**config.mk**
```make
export PLATFORM = sky130hd
export DESIGN_NAME = fft_sample_framer
export DESIGN_NICKNAME = d
export VERILOG_FILES = /design/src/rtl/fft_pkg.sv /design/src/rtl/fft_collect_buffer.sv /design/src/rtl/fft_sample_framer.sv
export SDC_FILE = /design/constraint.sdc
export NUM_CORES = 1
export LEC_CHECK = 0
export CORE_MARGIN = 1.5
export CORE_UTILIZATION = 57
export CTS_BUF_LIST = sky130_fd_sc_hd__clkbuf_4 sky130_fd_sc_hd__clkbuf_8
export DETAILED_ROUTE_END_ITERATION = 12
export GPL_TIMING_DRIVEN = 0
export MAX_ROUTING_LAYER = met4
export PLACE_DENSITY = 0.82
export SLEW_MARGIN = 15
export SYNTH_ARGS = -nofsm -noshare
export SYNTH_HDL_FRONTEND = slang
export SYNTH_SLANG_ARGS = --single-unit
export TNS_END_PERCENT = 10
```
**constraint.sdc**
```tcl
create_clock -name clk -period 2.43 [get_ports clk]
set_clock_uncertainty 0.1 [all_clocks]
set_input_delay 0.486 -clock clk [delete_from_list [all_inputs] [get_ports clk]]
set_output_delay 0.486 -clock clk [all_outputs]
set_load 0.03 [all_outputs]
```
**src/rtl/fft_pkg.sv**
```systemverilog
// rtl/fft_pkg.sv - shared constants, sample/frame types and FSM state encoding for the FFT framer
package fft_pkg;

    localparam int SAMPLE_W = 16;
    localparam int N_POINTS = 16;
    localparam int STAGES   = $clog2(N_POINTS);

    typedef logic [SAMPLE_W-1:0] sample_t;
    typedef sample_t [N_POINTS-1:0] frame_t;

    typedef enum logic [1:0] {
        IDLE = 2'd0,
        LOAD = 2'd1,
        RUN  = 2'd2
    } state_t;

endpackage

```
**src/rtl/fft_collect_buffer.sv**
```systemverilog
// rtl/fft_collect_buffer.sv - serial sample collector with wrapping write pointer and frame_full strobe
//
// Ports:
//   clk, rst_n    clock, asynchronous active-low reset
//   sample_in     incoming sample, written at wr_ptr when sample_valid
//   sample_valid  write strobe; wr_ptr advances and wraps N_POINTS-1 -> 0
//   frame_next    collected frame with sample_in already placed in the last slot,
//                 so the top level can capture a completed frame on the completing edge
//   frame_full    combinational strobe: this edge writes the last slot of a frame
module fft_collect_buffer #(
    parameter int SAMPLE_W = 16,
    parameter int N_POINTS = 16
) (
    input  logic                         clk,
    input  logic                         rst_n,
    input  logic [SAMPLE_W-1:0]          sample_in,
    input  logic                         sample_valid,
    output logic [N_POINTS*SAMPLE_W-1:0] frame_next,
    output logic                         frame_full
);

    localparam int PTR_W = (N_POINTS > 1) ? $clog2(N_POINTS) : 1;

    logic [SAMPLE_W-1:0] collect [N_POINTS];
    logic [PTR_W-1:0]    wr_ptr;

    always_ff @(posedge clk or negedge rst_n) begin
        if (!rst_n) begin
            wr_ptr <= '0;
            for (int k = 0; k < N_POINTS; k++) begin
                collect[k] <= '0;
            end
        end else if (sample_valid) begin
            collect[wr_ptr] <= sample_in;
            wr_ptr          <= (wr_ptr == PTR_W'(N_POINTS - 1)) ? '0 : wr_ptr + 1'b1;
        end
    end

    assign frame_full = sample_valid && (wr_ptr == PTR_W'(N_POINTS - 1));

    // The last slot is bypassed from sample_in: it is only ever meaningful on the
    // completing edge, before the register file itself has been written.
    always_comb begin
        frame_next = '0;
        for (int k = 0; k < N_POINTS; k++) begin
            frame_next[k*SAMPLE_W +: SAMPLE_W] = (k == N_POINTS - 1) ? sample_in : collect[k];
        end
    end

endmodule

```
**src/rtl/fft_sample_framer.sv**
```systemverilog
// rtl/fft_sample_framer.sv - frames a serial sample stream and sequences the FFT load/run interface
//
// Ports:
//   clk, rst_n     clock, asynchronous active-low reset
//   sample_in      audio sample, taken whenever sample_valid is high (no backpressure)
//   sample_valid   sample strobe
//   overrun_clr    synchronous clear of the sticky overrun flag
//   frame_out      held frame, t_k = frame_out[k*SAMPLE_W +: SAMPLE_W]
//   new_t          0 = FFT loads frame_out, 1 = FFT runs one butterfly stage
//   busy           high in LOAD and RUN
//   result_valid   one-cycle pulse in the first IDLE cycle after RUN
//   overrun        sticky: a completed frame arrived while busy and was dropped
module fft_sample_framer #(
    parameter int SAMPLE_W = fft_pkg::SAMPLE_W,
    parameter int N_POINTS = fft_pkg::N_POINTS,
    parameter int STAGES   = fft_pkg::STAGES
) (
    input  logic                         clk,
    input  logic                         rst_n,
    input  logic [SAMPLE_W-1:0]          sample_in,
    input  logic                         sample_valid,
    input  logic                         overrun_clr,
    output logic [N_POINTS*SAMPLE_W-1:0] frame_out,
    output logic                         new_t,
    output logic                         busy,
    output logic                         result_valid,
    output logic                         overrun
);

    import fft_pkg::*;

    localparam int CNT_W = (STAGES > 1) ? $clog2(STAGES) : 1;

    logic [N_POINTS*SAMPLE_W-1:0] frame_next;
    logic                         frame_full;
    state_t                       state;
    state_t                       state_nxt;
    logic [CNT_W-1:0]             stage_cnt;
    logic                         last_stage;

    fft_collect_buffer #(
        .SAMPLE_W (SAMPLE_W),
        .N_POINTS (N_POINTS)
    ) u_collect (
        .clk          (clk),
        .rst_n        (rst_n),
        .sample_in    (sample_in),
        .sample_valid (sample_valid),
        .frame_next   (frame_next),
        .frame_full   (frame_full)
    );

    assign last_stage = (state == RUN) && (stage_cnt == CNT_W'(STAGES - 1));

    always_ff @(posedge clk or negedge rst_n) begin
        if (!rst_n) begin
            state <= IDLE;
        end else begin
            state <= state_nxt;
        end
    end

    always_comb begin
        state_nxt = state;
        new_t     = 1'b0;
        busy      = 1'b0;
        case (state)
            IDLE: begin
                if (frame_full) begin
                    state_nxt = LOAD;
                end
            end
            LOAD: begin
                busy      = 1'b1;
                state_nxt = RUN;
            end
            RUN: begin
                busy  = 1'b1;
                new_t = 1'b1;
                if (last_stage) begin
                    state_nxt = IDLE;
                end
            end
            default: begin
                state_nxt = IDLE;
            end
        endcase
    end

    always_ff @(posedge clk or negedge rst_n) begin
        if (!rst_n) begin
            stage_cnt    <= '0;
            frame_out    <= '0;
            result_valid <= 1'b0;
            overrun      <= 1'b0;
        end else begin
            if (state == RUN && !last_stage) begin
                stage_cnt <= stage_cnt + 1'b1;
            end else begin
                stage_cnt <= '0;
            end

            // frame_out only moves on IDLE->LOAD, keeping it stable for the whole run.
            if (state == IDLE && frame_full) begin
                frame_out <= frame_next;
            end

            result_valid <= last_stage;

            // A dropped frame wins over a simultaneous clear so no overrun is lost.
            if (frame_full && state != IDLE) begin
                overrun <= 1'b1;
            end else if (overrun_clr) begin
                overrun <= 1'b0;
            end
        end
    end

endmodule

```
# Word level (Yosys, flattened, before mapping)

Index checks and enable logic that the tools add are counted.

Register bits after elaboration: 522
Input port bits: 20
Word-level logic and storage cells: 57

Add/sub/neg operators: 2
Magnitude comparators: 2
Equal/unequal tests: 6
Mux-type cells: 12
Bitwise gates (word level): 1
Reductions and logical operators: 12

Operators with widths:

| cell                  | number |
|---|---|
| $bwmux W256           | 1 |
| $demux W16 S4         | 1 |
| $mux W16              | 1 |
| $logic_and A1 B1 Y1   | 6 |
| $mux W2               | 3 |
| $pmux W2 S3           | 1 |
| $ge A5 B5 Y1 const B  | 1 |
| $lt A5 B1 Y1 const B  | 1 |
| $not A4 Y5            | 1 |
| $add A4 B1 Y4 const B | 1 |
| $eq A2 B2 Y1 const B  | 2 |
| $eq A4 B4 Y1 const B  | 1 |
| $mux W1               | 4 |
| $mux W4               | 1 |
| $ne A2 B2 Y1 const B  | 2 |
| $reduce_bool A2 Y1    | 2 |
| $add A2 B1 Y2 const B | 1 |
| $eq A2 B1 Y1 const B  | 1 |
| $logic_not A2 Y1      | 1 |
| $reduce_and A2 Y1     | 1 |
| $reduce_or A2 Y1      | 1 |
| $logic_not A1 Y1      | 1 |

# Depth between registers and ports, before layout

Gate-level depths: netlist of the first run.

Word-level depth: 6
Depth in mapped cells: 8
Gate-level depth less buffers: 5

# Cells and area by module

A second synthesis of the first run with hierarchy kept.

Cells, all modules: 1143
Area total of the unflattened synthesis: 20455.9 µm²

By module, submodules not included:

| module             | instances | cells an instance | area each (µm²) | seq. area each (µm²) |
|---|---|---|---|---|
| fft_sample_framer  | 1         | 564               | 10641.5         | 6556.3 |
| fft_collect_buffer | 1         | 579               | 9814.4          | 6105.9 |

# Least setup slack after synthesis of the first run

No wires, ideal clock.

Path kind: reg-to-reg
Start point: reg u_collect.wr_ptr[0]
End point: reg u_collect.collect (netlist bit u_collect.frame_next[10])
Setup time: 0.125 ns
Data arrival time: 1.728 ns
Required time: 2.205 ns
Path slack: 0.477 ns
Stages on the path, launching flop included: 7
Path buffers: 1
Path through: dfrtp_1 -> inv_1 -> ha_1 -> nand2_1 -> nor3_2 -> buf_2 -> mux2_2

Longest elaborated chain between the ends: 6
Elaborated cells on any way between the ends: 7
Those cells by class: order compare: 2; mux: 3; bitwise: 1; reduce/logical: 1

RTL lines:

| element                                                            | RTL line                 | RTL |
|---|---|---|
| start, declared                                                    | fft_collect_buffer.sv:25 | `logic [PTR_W-1:0] wr_ptr;` |
| start signal, assigned                                             | fft_collect_buffer.sv:35 | `wr_ptr <= (wr_ptr == PTR_W'(N_POINTS - 1)) ? '0 : wr_ptr + 1'b1;` |
| $not A4 Y5 (not written as such) (*)                               | fft_collect_buffer.sv:34 | `collect[wr_ptr] <= sample_in;` |
| $ge A5 B5 Y1 (not written as such) or $lt A5 B1 Y1 (tied branches) | fft_collect_buffer.sv:34 |  |
| $logic_and A1 B1 Y1 (not written as such)                          | fft_collect_buffer.sv:34 |  |
| $mux W16 (not written as such)                                     | fft_collect_buffer.sv:34 |  |
| $demux W16 S4 (*)                                                  | fft_collect_buffer.sv:34 |  |
| $bwmux W256 (*)                                                    | fft_collect_buffer.sv:34 |  |
| end signal, assigned by index                                      | fft_collect_buffer.sv:34 |  |
| end, declared                                                      | fft_collect_buffer.sv:24 | `logic [SAMPLE_W-1:0] collect [N_POINTS];` |

Every way passes the cells marked *; elsewhere a longest branch is shown, timed or not.
A chain may end at the register's enable or synchronous reset.

# Worst setup path in the final report of the first run

Start point: reg u_collect.wr_ptr[1]
End point: reg frame_out[250]

Longest elaborated chain between the ends: 3

RTL lines:

| element              | RTL line                 | RTL |
|---|---|---|
| $eq A4 B4 Y1         | fft_collect_buffer.sv:39 | `assign frame_full = sample_valid && (wr_ptr == PTR_W'(N_POINTS - 1));` |
| $logic_and A1 B1 Y1  | fft_collect_buffer.sv:39 |  |
| $logic_and A1 B1 Y1  | fft_sample_framer.sv:104 | `if (state == IDLE && frame_full) begin` |
| end signal, assigned | fft_sample_framer.sv:105 | `frame_out <= frame_next;` |
| end, declared        | fft_sample_framer.sv:23  | `output logic [N_POINTS*SAMPLE_W-1:0] frame_out,` |

Every way passes these cells.

==> qor.txt, run 1 <==
IO Count: 280
Synth Area in Simple Gates: 0.951%
Post-Layout Cell Count: 2005
Mux share of post-synthesis cell area: 31.9%
DP Area: 23400 um2
Die W: 190 um
Worst Hold Class: input port to async pin
Clk Latency, worst-skew pair: 0.61 ns
Die Area: 36000 um2
Max-Cap Viols: 0
Clock Pin Slew Worst Setup and Hold Paths: 0.06 ns
Commonest non-fill, non-tap cells in the layout: dfrtp_1 (506), clkdlybuf4s50_1 (276), mux2_2 (257), mux2_4 (200), clkbuf_8 (104)
Pre-CTS setup slack: -0.576 ns
Synth area leader: dfrtp_1
Max-slew violation count: 0
Kind of start point of the critical path: register
DR WL/cell: 22.6 um
Initial Util: 57.7%
Yosys cell types: 24
Largest net degree at the start of global routing: 107
Routed WL: 45300 um
CP Data Arrival Time: 2.71 ns
Routed vias: 10789
Slew HR: 31.4%
Num CTS Buffers: 79
Post-synth top area share: 63.7%
I/O Buffers: 279
Hold slack: 0.267 ns
Syn Std Cell Area: 19900 um2
DR DRC count: 0
Post-synthesis adder-cell area fraction: 0.567%
Layout Nets: 1520
Filler Cell Count: 2155
Finish-stage setup viols: 0
Placed cell count: 1863
Die Y: 190 um
Minimum clock period: 2.33 ns
Area grow syn2layout: 26.4%
CTS tree: built
Synth warn: 0
Vias in the first global route: 11633
Avg Cell Area, Syn: 17.7 um2
Sequential share of the synthesized area: 63.7%
H-tree levels: 3
Global route overflow: 0
Most common cell after layout, fill and taps aside: dfrtp_1
Largest family of logic cells by synthesized area: multiplexers
Leak: 12.4 nW
Net count after synthesis: 1153
Global-route wire length before repair: 70100 um
Gpl congestion: 0.777
CTS Sinks: 506
DRT antenna net count: 0
Clock tree buffer depth: 3
Drt pass-1 iters: 4
Vias per Instance: 5.38
Synth area leaders: dfrtp_1 (64%), mux2_4 (15%), mux2_2 (15%)
Worst Path Max Fanout: 10
Design Area, Final: 25100 um2
Std-Cell Rows: 68
WS Path Type: register to register
GRT Overall Usage: 26.7%
Dpl hpwl: 30400 um
Period Utilization, post-route: 96.0%
Share of post-route cells with drive strength above 1: 42.3%
Final worst setup slack: 0.0979 ns
RSZ-0062 raised after global routing: no
Critical Path RT: 2.81 ns
Crit end category: register
Core Region: 34500 um2
Area fraction in compound gates after synthesis: 0.265%
DRT iter0 DRCs: 502
Fmax: 429 MHz
Yosys reg bits: 506
Worst slew pin tran: 1.03 ns
Maximum VDD drop: 0.000840 V
Outcome: finished clean
Antenna violations before repair: 2
Clock Tree Root: clkbuf_8
Cells after Synth: 1124
PD cells: 1330 nW/um2
Xor/xnor share of the synthesized area: 0.0441%
Final hold violations: 0
cell usage after synthesis (all sizes together):
library cell and instances:
ha 9, nand4b 2, nor3 3, dfrtp 506, nor4bb 1, nand3 8, o21a 1, o22ai 1
o21ai 4, and2 2, inv 6, mux2 497, o41ai 1, buf 48, nand4 4, a21oi 2
xnor2 1, nand2 6, nor2b 4, clkbuf 17, or2 1
worst max-delay path: stages (launching register included):
cell     delay [ns]
dfrtp_1        0.43
ha_2           0.27
nand4_1        0.25
or2_1          0.28
buf_2          0.17
buf_6          0.19
buf_6          0.18
mux2_4         0.30
power by group:
part           internal (mW)  switching, mW  leakage (nW)
sequential              11.9           2.02          6.61
clock                   4.29           3.23         0.900
combinational           6.20           5.82          4.88
sequential cells by signal, summed over array words and instances, names as in the netlist:
| register | flops |
|---|---|
| u_collect.wr_ptr | 4 |
| state | 2 |
| u_collect.frame_next | 240 |
| stage_cnt | 2 |
| overrun | 1 |
| frame_out | 256 |
| result_valid | 1 |
stage by stage:
stage               power [mW]  TNS (ns)  util (%)
floorplan                 21.1         0         -
global placement          25.6         -      67.4
detailed placement        26.0    -63.70      67.8
CTS                       33.7         0      72.8
global route              35.0         0      72.9
finish                    33.5         0      72.9
logic make-up after synthesis:
| family | count (synthesis) |
|---|---|
| adder cells (fa/ha/maj) | 9 |
| AND/OR/NAND/NOR | 31 |
| flip-flops | 506 |
| AO/OA/AOI/OAI | 9 |
| multiplexers | 497 |
| buffers and inverters | 71 |
| XOR/XNOR | 1 |
final timing paths:
check                                          from                        end  slack (ns)  cells after the start
worst max-delay path            u_collect.wr_ptr[1]             frame_out[250]         0.1                      7
worst min-delay path                          rst_n             frame_out[136]        0.27                      2
worst max register to register  u_collect.wr_ptr[1]             frame_out[250]         0.1                      7
worst min register to register         stage_cnt[0]               stage_cnt[0]        0.34                      1
max in group asynchronous                     rst_n  u_collect.frame_next[179]        0.62                      4
min in group clk                       stage_cnt[0]               stage_cnt[0]        0.34                      1
final cells by class:
cell class,instances,area [um2],share of cell area (%)
diodes,1,2.50,0.00996
plain buffers,65,475,1.89
clock buffers,128,1610,6.42
clock inverters,11,87.6,0.349
inverters,6,22.5,0.0897
multi-input cells,547,6730,26.8
flip-flops and latches,506,12700,50.4
well taps,455,569,2.27
repair buffers,286,2950,11.7
layer usage:
layer / vias up / global-route usage (%) / part of all wire, %
met3: 59 / 7.58 / 6.5
met2: 292 / 41.2 / 48
met4: 0 / 7.20 / 1.7
met5: - / - / 0
met1: 5720 / 34.9 / 44
li1: 4718 / - / -
what timing repair did:
item | CTS | global route
setup endpoints to repair | 32 | 142
cloned | 0 | 0
gates resized for setup | 5 | 3
endpoints found under the hold margin | 41 | 0
setup buffers | 0 | 1
pin swaps | 0 | 1
hold buffers | 1 | 0
Power figures use the tool's default switching activity.
==> run 2, diff against run 1 <==
SLEW_MARGIN = 20   (was 15)
==> run 2 against run 1 <==
  * Sequential cell count is the same
  * Combinational power is essentially flat
  * Power increased by 0.88%
  * Sequential power is essentially flat
  * Critical endpoint is now frame_out[145]
  * Largest cell class unchanged
==> qor.txt, run 2 (same netlist as run 1, synthesis figures left out) <==
Outcome: finished clean
Minimum clock period: 2.34 ns
Layout Nets: 1522
Largest net degree at the start of global routing: 103
Combinational power share: 35.6%
Final core occ: 73.1%
P_sw: 11.2 mW
Global route overflow: 0
Die W: 190 um
Max FFs per register: 256
Gpl congestion: 0.777
Period Utilization, post-route: 96.3%
Clock Power Share: 23.1%
Worst Path Max Fanout: 2
Maximum VDD drop: 0.000825 V
Max-Cap Viols: 0
Antenna violations before repair: 1
PD cells: 1340 nW/um2
Kind of start point of the critical path: register
Crit path cell chain: clkdlybuf4s50_1
DRT antenna net count: 0
Core Region: 34500 um2
WP buf/inv: 1
GRT Overall Usage: 26.9%
DP Area: 23400 um2
I/O Buffers: 279
DRT iter0 DRCs: 510
Fmax: 427 MHz
Placed cell count: 1863
Clock tree buffer depth: 3
Most common cell after layout, fill and taps aside: dfrtp_1
Top cell family by delay on the critical path: buffers and inverters
Max stage delay on crit path: 0.76 ns
Commonest non-fill, non-tap cells in the layout: dfrtp_1 (506), clkdlybuf4s50_1 (276), mux2_2 (257), mux2_4 (200), clkbuf_8 (110)
Std-Cell Rows: 68
H-tree levels: 3
Vias in the first global route: 11816
Final hold violations: 0
Worst slew pin tran: 0.936 ns
DR DRC count: 0
Routed WL: 45600 um
RSZ-0062 raised after global routing: no
Crit end category: output port
Critical Path RT: 1.84 ns
Slew HR: 37.6%
Finish-stage setup viols: 0
Worst path slowest cell: clkdlybuf4s50_1
IO Count: 280
Die Area: 36000 um2
Clock Tree Root: clkbuf_8
CTS Sinks: 506
Design Area, Final: 25200 um2
WS Path Type: register to output port
Max-slew violation count: 0
Share of post-route cells with drive strength above 1: 42.6%
Diode count: 0
Vias per Instance: 5.35
DR WL/cell: 22.7 um
CTS tree: built
Post-Layout Cell Count: 2012
Worst Hold Class: input port to async pin
CP Data Arrival Time: 1.76 ns
Clock Pin Slew Worst Setup and Hold Paths: 0.07 ns
Drt pass-1 iters: 4
Sequential share of power: 41.3%
Switching Fraction: 33.1%
Routed vias: 10763
Dpl hpwl: 30400 um
Global-route wire length before repair: 70600 um
Die Y: 190 um
Initial Util: 57.7%
Num CTS Buffers: 81
Area grow syn2layout: 26.8%
Clk Latency, worst-skew pair: 0.62 ns
Int Pwr: 22.6 mW
Leak: 12.4 nW
Largest register by flop count: frame_out
-- run 2: repair_timing --
| action | CTS | global route |
|---|---|---|
| hold buffers | 1 | 0 |
| buffers inserted | 0 | 1 |
| endpoints found under the setup margin | 32 | 85 |
| hold endpoints to repair | 75 | 0 |
| gates resized for setup | 5 | 3 |
| pin swaps | 0 | 1 |
-- run 2: metal layers --
layer / part of all wire (%) / global-route usage, % / wire length (um) / vias up
li1: - / - / - / 4716
met2: 48 / 42.0 / 21900 / 296
met1: 43 / 34.7 / 19700 / 5686
met3: 6.7 / 7.40 / 3060 / 65
met5: 0 / - / 0 / -
met4: 2.1 / 8.03 / 979 / 0
-- run 2: final timing paths --
| check | startpoint | cells past startpoint | to | slack, ns |
|---|---|---|---|---|
| worst max-delay path | frame_out[145] | 1 | frame_out[145] | 0.09 |
| worst min-delay path | rst_n | 2 | frame_out[136] | 0.34 |
| worst max register to register | u_collect.wr_ptr[0] | 6 | u_collect.frame_next[44] | 0.10 |
| worst min register to register | stage_cnt[0] | 1 | stage_cnt[0] | 0.34 |
| max in group asynchronous | rst_n | 4 | frame_out[209] | 0.56 |
| min in group clk | stage_cnt[0] | 1 | stage_cnt[0] | 0.34 |
-- run 2: metrics by stage --
| step | power [mW] | hold WS, ns | setup TNS [ns] | setup slack [ns] |
|---|---|---|---|---|
| final | 33.8 | 0.338 | 0 | 0.0888 |
| after floorplan | 21.1 | 0.0904 | 0 | 0.477 |
| after global routing | 35.3 | 0.347 | 0 | 0.0238 |
| after global placement | 25.6 | 0.319 | - | -20.74 |
| after detailed placement | 26.0 | 0.337 | -62.58 | -0.563 |
| after CTS | 34.0 | 0.311 | 0 | 0.0507 |
-- run 2: final cells by class --
cell class              count  area (um2)
well taps                 455         569
clock buffers             132        1680
inverters                   6        22.5
repair buffers            286        2950
flip-flops and latches    506       12700
plain buffers              65         475
fillers                  2136        9260
multi-input cells         547        6730
clock inverters            15         111
-- run 2: power by group through the flow --
stage               combinational [mW]  clock [mW]  sequential, mW
finish                            12.0        7.79            13.9
global route                      12.6        8.34            14.3
CTS                               12.1        7.96            13.9
detailed placement                12.0           0            14.0
global placement                  11.7           0            13.9
floorplan                         4.58           0            16.5
==> variant (flow settings as in run 2) <==
Remove the register `result_valid`: a continuous assignment takes its place, so the output `result_valid` follows one clock earlier. Comments in the files are not updated.
--- a/src/rtl/fft_sample_framer.sv
+++ b/src/rtl/fft_sample_framer.sv
@@ -92,5 +92,4 @@
             stage_cnt    <= '0;
             frame_out    <= '0;
-            result_valid <= 1'b0;
             overrun      <= 1'b0;
         end else begin
@@ -106,5 +105,4 @@
             end
 
-            result_valid <= last_stage;
 
             // A dropped frame wins over a simultaneous clear so no overrun is lost.
@@ -117,4 +115,6 @@
     end
 
+    assign result_valid = last_stage;
+
 endmodule
 
Check against the original RTL: no difference found for any inputs over 4 cycles, from zero or initial values and one cycle with rst_n low; that may be too few to reach the edited logic, so the function may still have changed.
==> variant against run 2 <==
Routed wire length fell by 0.43%. Power shrank 2.0%. Die area down 0.12%. Area after synthesis down 0.13%. Critical path depth rose by 5. Sequential cell count is 1 lower. Via count rose by 0.72%. Largest cell class unchanged. Final area shrank 0.90%. Utilization shrank 0.48 points. Worst setup slack better by 0.0054 ns. Sequential power is essentially flat.
==> variant: results <==
metrics = {
    "run_status": {
        "status": "finished clean",
    },
    "power": {
        "p_sw_share_pct": 33.2,
        "pwr-share-seq_pct": 42.0,
        "ir_worst_vdd_mv": 0.819,
        "p_leak_nw": 12.3,
    },
    "logic_synthesis": {
        "synthTopCellsByCount": "dfrtp_1, mux2_2, mux2_4, mux2_1, buf_6",
        "synth_area_leaders": "dfrtp_1, mux2_4, mux2_2, mux2_1, buf_6",
        "synth_fa_ha_area_share_pct": 0.568,
        "synthMuxAreaShare_pct": 32.0,
        "synth-xor-area-share_pct": 0.0441,
        "synth_nets": 1152,
        "synth_compound_gate_area_share_pct": 0.265,
        "post_synth_inst_count": 1123,
    },
    "sta": {
        "tightest_slew_ns": 0.938,
    },
    "placed_design": {
        "place_area_mm2": 0.0233,
        "place_ws_ns": -0.631,
        "dp.cells": 1862,
        "globalplace.congestion": 0.761,
        "hpwl_mm": 30.1,
    },
    "clocking": {
        "cts-buffers-inserted": 79,
    },
    "cells_and_area": {
        "num-fill-cells": 2149,
        "multi_input_area_mm2": 0.00673,
        "drive_gt1_share_pct": 42.0,
        "final_nets": 1519,
    },
    "route": {
        "wire_per_inst_um": 22.8,
        "wl_met1_mm": 19.5,
        "wl_met2_mm": 21.4,
        "via_count": 10800,
        "viasPerCell": 5.43,
        "dr.first_iter.drc_count": 476,
    },
    "setup_path": {
        "crit_path_top_delay_cell": "dfrtp_1",
        "cp_top_family": "simple AND/OR/NAND/NOR gates",
        "cpPeakStageDelay_ns": 0.43,
    },
    "global_routing": {
        "grt_pass1_vias": 11800,
        "antenna_found_initial": 0,
        "grt_pass1_wl_mm": 69.8,
    },
}
==> variant: cell types whose count changed in the layout (fill, tap and decap cells not counted) <==
cell / run 2 / this run
clkinv_2: 10 / 3
buf_2: 20 / 21
buf_4: 2 / 1
clkdlybuf4s50_1: 276 / 275
bufinv_16: 1 / 0
diode_2: 0 / 1
clkdlybuf4s15_2: 0 / 1
ha_2: 1 / 0
dfrtp_1: 506 / 505
clkbuf_8: 110 / 99
clkbuf_4: 22 / 26
clkinvlp_4: 3 / 1
ha_1: 8 / 9
==> variant: path summary, 6_finish.rpt <==
path | start | end | slack, ns
worst min register to register | stage_cnt[0]$_DFF_PN0_ | stage_cnt[0]$_DFF_PN0_ | 0.34
worst max register to register | u_collect.wr_ptr[0]$_DFFE_PN0P_ | u_collect.frame_next[43]$_DFFE_PN0P_ | 0.09
min in group clk | stage_cnt[0]$_DFF_PN0_ | stage_cnt[0]$_DFF_PN0_ | 0.34
max in group asynchronous | rst_n | frame_out[179]$_DFFE_PN0P_ | 0.64
worst max-delay path | u_collect.wr_ptr[0]$_DFFE_PN0P_ | u_collect.frame_next[43]$_DFFE_PN0P_ | 0.09
worst min-delay path | rst_n | frame_out[29]$_DFFE_PN0P_ | 0.28
==> variant: power groups by stage <==
stage	combinational [W]	sequential [W]	clock, W
2_1_floorplan	0.00458	0.0165	0
3_3_place_gp	0.0117	0.0138	0
3_5_place_dp	0.0121	0.0140	0
4_1_cts	0.0121	0.0139	0.00735
5_1_grt	0.0126	0.0143	0.00774
6_report	0.0120	0.0139	0.00717
==> variant: area by class of cell <==
| type | count | area share [%] |
|---|---|---|
| tap | 455 | 2.28 |
| clock buffer | 125 | 6.24 |
| sequential | 505 | 50.6 |
| timing repair buffer | 286 | 11.8 |
| antenna | 1 | 0.0100 |
| inverter | 6 | 0.0902 |
| clock inverter | 5 | 0.125 |
| buffer | 65 | 1.89 |
| multi-input combinational | 547 | 26.9 |
==> variant: worst register-to-register path: cells and delay by family, from the launching register on <==
family | cells | cell delay, ns
flip-flops | 1 | 0.43
adder cells (fa/ha/maj) | 1 | 0.27
multiplexers | 1 | 0.36
AND/OR/NAND/NOR | 2 | 0.55
buffers and inverters | 2 | 0.52
==> variant: per-layer routing <==
metal	vias up	GRT usage, %
met4	0	8.61
li1	4697	-
met2	297	40.8
met5	-	-
met1	5783	33.9
met3	63	8.67
==> variant: what timing repair did <==
item / CTS / global route
pin swaps: 0 / 1
resized for setup: 8 / 0
endpoints found under the hold margin: 41 / 0
endpoints found under the setup margin: 33 / 3
hold buffers: 1 / 0
gates cloned: 0 / 0
buffers inserted: 0 / 1
